[src/rtl/uart_tx.sv]
// rtl/uart_tx.sv - UART transmitter: 1 start, N data bits LSB first, 1 stop, no parity
module uart_tx #(
   parameter int N        = 8,
   parameter int BAUD     = 9600,
   parameter int CLK_FREQ = 100_000_000
) (
   input  logic         clk,
   input  logic         rst,
   input  logic         valid,
   input  logic [N-1:0] data,
   output logic         ack,
   output logic         busy,
   output logic         tx
);

   localparam int DIV = CLK_FREQ / BAUD;
   localparam int BCW = (DIV > 1) ? $clog2(DIV) : 1;
   localparam int BNW = $clog2(N) + 1;
   localparam logic [BCW-1:0] BC_LAST = BCW'(DIV - 1);
   localparam logic [BNW-1:0] BN_LAST = BNW'(N - 1);

   typedef enum logic [1:0] {
      IDLE  = 2'd0,
      START = 2'd1,
      DATA  = 2'd2,
      STOP  = 2'd3
   } state_t;

   state_t         state, state_n;
   logic [BCW-1:0] bc, bc_n;
   logic [BNW-1:0] bn, bn_n;
   logic [N-1:0]   shreg, shreg_n, shreg_sh;
   logic           tx_n, busy_n, ack_n;

   // Register state, counters, shift register and all outputs
   always_ff @(posedge clk) begin
      if (rst) begin
         state <= IDLE;
         bc    <= '0;
         bn    <= '0;
         shreg <= '0;
         tx    <= 1'b1;
         busy  <= 1'b0;
         ack   <= 1'b0;
      end else begin
         state <= state_n;
         bc    <= bc_n;
         bn    <= bn_n;
         shreg <= shreg_n;
         tx    <= tx_n;
         busy  <= busy_n;
         ack   <= ack_n;
      end
   end

   // Next-state and next-output logic; outputs are precomputed so tx/busy/ack stay registered
   always_comb begin
      state_n  = state;
      bc_n     = bc + 1'b1;
      bn_n     = bn;
      shreg_n  = shreg;
      tx_n     = tx;
      busy_n   = busy;
      ack_n    = 1'b0;
      shreg_sh = shreg >> 1;
      case (state)
         IDLE: begin
            bc_n   = '0;
            bn_n   = '0;
            tx_n   = 1'b1;
            busy_n = 1'b0;
            if (valid) begin
               shreg_n = data;
               ack_n   = 1'b1;
               tx_n    = 1'b0;
               busy_n  = 1'b1;
               state_n = START;
            end
         end
         START: begin
            if (bc == BC_LAST) begin
               state_n = DATA;
               bc_n    = '0;
               bn_n    = '0;
               tx_n    = shreg[0];
            end
         end
         DATA: begin
            if (bc == BC_LAST) begin
               bc_n    = '0;
               shreg_n = shreg_sh;
               if (bn == BN_LAST) begin
                  state_n = STOP;
                  bn_n    = '0;
                  tx_n    = 1'b1;
               end else begin
                  bn_n = bn + 1'b1;
                  tx_n = shreg_sh[0];
               end
            end
         end
         STOP: begin
            if (bc == BC_LAST) begin
               bc_n = '0;
               bn_n = '0;
               // Chaining straight into the next start bit leaves no idle gap
               if (valid) begin
                  shreg_n = data;
                  ack_n   = 1'b1;
                  tx_n    = 1'b0;
                  state_n = START;
               end else begin
                  tx_n    = 1'b1;
                  busy_n  = 1'b0;
                  state_n = IDLE;
               end
            end
         end
         default: begin
            state_n = IDLE;
            bc_n    = '0;
            bn_n    = '0;
            tx_n    = 1'b1;
            busy_n  = 1'b0;
         end
      endcase
   end

endmodule

[config.mk]
export PLATFORM = sky130hd
export DESIGN_NAME = uart_tx
export DESIGN_NICKNAME = d
export VERILOG_FILES = /design/src/rtl/uart_tx.sv
export SDC_FILE = /design/constraint.sdc
export NUM_CORES = 1
export LEC_CHECK = 0
export CORE_MARGIN = 2
export CORE_UTILIZATION = 45
export CTS_CLUSTER_DIAMETER = 30
export DETAILED_ROUTE_END_ITERATION = 8
export PLACE_DENSITY = 0.73
export SLEW_MARGIN = 20
export SYNTH_ARGS = -nofsm -noshare
export SYNTH_HDL_FRONTEND = slang
export SYNTH_SLANG_ARGS = --single-unit
[constraint.sdc]
create_clock -name clk -period 2 [get_ports clk]
set_clock_uncertainty 0.1 [all_clocks]
set_input_delay 0.3 -clock clk [delete_from_list [all_inputs] [get_ports clk]]
set_output_delay 0.3 -clock clk [all_outputs]
set_load 0.05 [all_outputs]
== Word-level counts from Yosys, hierarchy flattened ==
Index checks and enable logic that the tools add are counted.

* Equal/unequal tests: 12
* Multiplexer cells: 29
* Add/subtract/negate cells: 2
* Reduce and logical (&&, ||, !) cells: 10

{| class="wikitable"
|+ Operator list
! cell !! count
|-
| $pmux 14 s2 || 1
|-
| $mux 8 || 3
|-
| $pmux 8 s3 || 1
|-
| $add 14x1->14 const B || 1
|-
| $eq 14x14->1 const B || 1
|-
| $mux 14 || 1
|-
| $mux 4 || 3
|-
| $ne 2x2->1 const B || 6
|-
| $pmux 4 s3 || 1
|-
| $mux 1 || 10
|-
| $mux 2 || 5
|-
| $reduce_and 3->1 || 3
|-
| $pmux 2 s4 || 1
|-
| $reduce_and 5->1 || 1
|-
| $add 4x1->4 const B || 1
|-
| $eq 2x2->1 const B || 2
|-
| $eq 4x3->1 const B || 1
|-
| $pmux 1 s2 || 2
|-
| $pmux 1 s4 || 1
|-
| $reduce_bool 3->1 || 1
|-
| $reduce_or 3->1 || 1
|-
| $eq 2x1->1 const B || 1
|-
| $logic_not 2->1 || 1
|-
| $ne 2x1->1 const B || 1
|-
| other kinds (3) || 3
|}

* Word-level logic and storage cells: 60
* Bits of input ports: 11
* Register bits after elaboration: 31
* Output and inout port bits: 3

== Logic depth before layout (Yosys ltp) ==
* Depth in word-level cells: 4
* Gate-level depth with buffers: 8
* Gate-level depth less buffers: 6

== Worst setup path before layout ==
OpenSTA, ideal clock, no wires.

* Path kind: flip-flop to flip-flop
* Start point: reg bc[4]
* End point: reg shreg[5]
* Stages on the path, launching flop included: 6
* Clock period less this slack: 2030 ps
* Required time: 1812 ps
* Arrival time: 1842 ps
* Setup time: 88 ps
* Buffers on the path: 1
* Slack: -30 ps
* Path through: dfxtp_1 or4_4 o41ai_4 buf_6 a21oi_1 a311oi_2

* Word-level cells in the longest chain between the ends: 3
* Elaborated cells on any way between the ends: 4
* Classes of those cells: eq/ne: 3; reduce/logical: 1

{| class="wikitable"
|+ Ends and longest elaborated chain
! element !! line !! source
|-
| start: declaration || 30 || <nowiki>logic [BCW-1:0] bc, bc_n;</nowiki>
|-
| start signal: assignment || 47 || <nowiki>bc <= bc_n;</nowiki>
|-
| $eq 14x14->1 (*) || 89, 103 ||
|-
| $ne 2x2->1 (no line) || - ||
|-
| $reduce_and 3->1 (no line) (*) || - ||
|-
| end signal: assignment || 49 || <nowiki>shreg <= shreg_n;</nowiki>
|-
| end: declaration || 32 || <nowiki>logic [N-1:0] shreg, shreg_n, shreg_sh;</nowiki>
|}

Mark *: on every way between the ends. The rest lies on a longest branch, timed or not.
A chain may end at the register's enable or synchronous reset.

== Final worst setup path ==
* Start point: reg bc[13]
* End point: reg shreg[5]

Same word-level chain as after synthesis.

==> impl_metrics.json <==
{
  "status": "finished, final reports clean",
  "yosysWarningCount": 0,
  "grt_max_degree": 17,
  "seq_area_sq_um": 626,
  "fin_area_sq_um": 2060,
  "start_util_pct": 47.3,
  "period_needed_ps": 1980,
  "track_usage_pct": 18.8,
  "worstMarginPinSlew_ps": 495,
  "syn_area_per_cell_sq_um": 9.35,
  "coreArea_sq_um": 3360,
  "finalWirelength_mm": 3.55,
  "ys_ff_latch": 31,
  "cts-root-buf": "clkbuf_4",
  "netlist-cell-type-count": 43,
  "min_path_cells": 1,
  "required_ps": 2150,
  "clockBufferDepth": 2,
  "grt_pass1_vias": 1368,
  "multi_input_area_sq_um": 940,
  "wl_per_cell_um": 14.0,
  "place_congestion": 0.818,
  "antenna_cells": 0,
  "placementRows": 21,
  "criticalPathCategory": "register to register",
  "min_period_over_period_pct": 99.1,
  "cts_buffers": 5,
  "rsz0062_at_grt": "true",
  "dp.final_hpwl_mm": 2.46,
  "ys_seq_area_share_pct": 39.0,
  "tritoncts": "built",
  "synth_ff_type": "dfxtp_1",
  "routed_via_density": 5.54,
  "via_count": 1407,
  "die_x_um": 63.4,
  "worst_ir_drop_vdd_mv": 0.586,
  "cap_violations": 0,
  "syn2layout_area_growth_pct": 29.5,
  "setup_violations": 0,
  "setup_tns_ps": 0,
  "drc_errors": 0,
  "power_leakage_uw": 0.000790,
  "nets": 227,
  "start_kind": "register",
  "dieHeight_um": 63.4,
  "r2r_slack_ps": 20,
  "max_freq_ghz": 0.504,
  "dr.pass1.iters": 4,
  "critPathMaxFanout": 7,
  "htree_levels": 2,
  "cts_sinks": 31,
  "synth_edf_count": 0,
  "netlist_instances": 170,
  "async_reset_ff_share_pct": 0,
  "fillers": 315,
  "layout-drive-gt1-share_pct": 23.6,
  "rr_worst_depth": 6,
  "powerDensity_nw_per_um2": 1130,
  "critPathCaptureType": "register",
  "io_buffers": 13,
  "hold_viol_final": 0,
  "placed_area_sq_um": 1890,
  "min_path_type": "register to register",
  "drt.antenna.violating_nets": 0,
  "dr.first_iter.drc_count": 65,
  "slew_headroom_pct": 66.9,
  "ios": 14,
  "grt_pass1_wl_mm": 5.91,
  "path_clk_slew_ps": 100,
  "post-place-ws_ps": 30.8,
  "dieArea_sq_um": 4030,
  "worstPathArrival_ps": 2130,
  "antenna_found_initial": 0,
  "report.power.total_uw": 2330,
  "syn-num-nets": 189,
  "grt_overflow": 0,
  "synth_area_sq_um": 1590,
  "layout_setup_ws_ps": 17.4,
  "final-max-slew-violation-count": 0,
  "clock_latency_ps": 340
}
-- cell usage in the layout, fill, tap and decap left out, drive strengths merged, types with 7 or more instances in the layout --
cell type / synthesis / routed
dfxtp: 31 / 31
clkdlybuf4s50: 0 / 13
nor2: 17 / 17
ha: 8 / 8
nand2: 7 / 7
a311oi: 7 / 7
mux2i: 7 / 7
nand3: 7 / 7
a21oi: 15 / 15
buf: 4 / 26
-- state kept, by name (all words and copies together) (netlist names) --
name,flops
tx,1
busy,1
ack,1
bc,14
state,2
shreg,8
bn,4
-- power by group --
group / switching, uW / internal [uW] / total, uW / leakage [uW]
clock: 218 / 163 / 381 / 0.0000341
combinational: 577 / 556 / 1130 / 0.000501
sequential: 80.7 / 732 / 813 / 0.000255
total: 876 / 1450 / 2330 / 0.000790
-- critical path: stages (launching register included) --
cell and delay (ps):
dfxtp_2 340, or4bb_4 550, o41ai_4 390, buf_12 160, buf_8 110, a21oi_2 50
a311oi_2 180
-- repair_timing --
action                                  4_1_cts  5_1_grt
hold buffers                                  0        0
endpoints found under the setup margin        1       13
resized for setup                             0       10
setup buffers                                 4        6
pin swaps                                     1        9
-- worst paths after layout --
check	startpoint	to
min	bc[0]	bc[0]
max reg2reg	bc[13]	shreg[5]
max	bc[13]	shreg[5]
min reg2reg	bc[0]	bc[0]
-- stage by stage --
stage | utilization (%) | hold WS, ps | std cells
floorplan | - | 272 | 170
global placement | 56.3 | 321 | 237
detailed placement | 56.3 | 330 | 237
CTS | 58.9 | 343 | 248
global route | 61.2 | 369 | 254
finish | 61.2 | 339 | 254
-- layout make-up --
cell class / count / area share [%]
Inverter: 5 / 0.911
Clock inverter: 1 / 0.243
Tap cell: 46 / 2.79
Clock buffer: 6 / 2.49
Multi-Input combinational cell: 126 / 45.6
Timing Repair Buffer: 39 / 17.6
Sequential cell: 31 / 30.4
-- synth_stat cells (all sizes together) (2+ instances only) --
library cell	number	area, sq um
o41ai	2	43.8
buf	4	26.3
nor2b	2	12.5
nor2	17	63.8
nor3	4	20.0
clkbuf	4	15.0
a21o	3	22.5
nor4	4	31.3
or3	2	12.5
nand2	7	26.3
dfxtp	31	621
mux2i	7	70.1
inv	5	18.8
and3	6	37.5
nand4b	2	17.5
ha	8	100
a311oi	7	73.8
o21ai	2	10.0
nand4	4	25.0
xor2	6	52.6
nand3	7	35.0
a21oi	15	75.1
xnor2	6	52.6
-- logic make-up (layout without fill, tap and decap cells) --
kind of cell / after synthesis / after routing / synth area share [%]
adder cells (fa/ha/maj): 8 / 8 / 6.29
flip-flops: 31 / 31 / 39.0
AND/OR/NAND/NOR: 63 / 63 / 22.0
XOR/XNOR: 12 / 12 / 6.61
AO/OA/AOI/OAI: 36 / 36 / 17.9
multiplexers: 7 / 7 / 4.41
buffers and inverters: 13 / 51 / 3.78
-- routing by layer --
| metal | wire length (um) | GRT usage (%) |
|---|---|---|
| met5 | 0 | 0 |
| met4 | 61 | 8.70 |
| met3 | 126 | 6.07 |
| met2 | 1800 | 31.8 |
| met1 | 1560 | 21.2 |
Note: power is estimated with default switching activity, not from simulation.
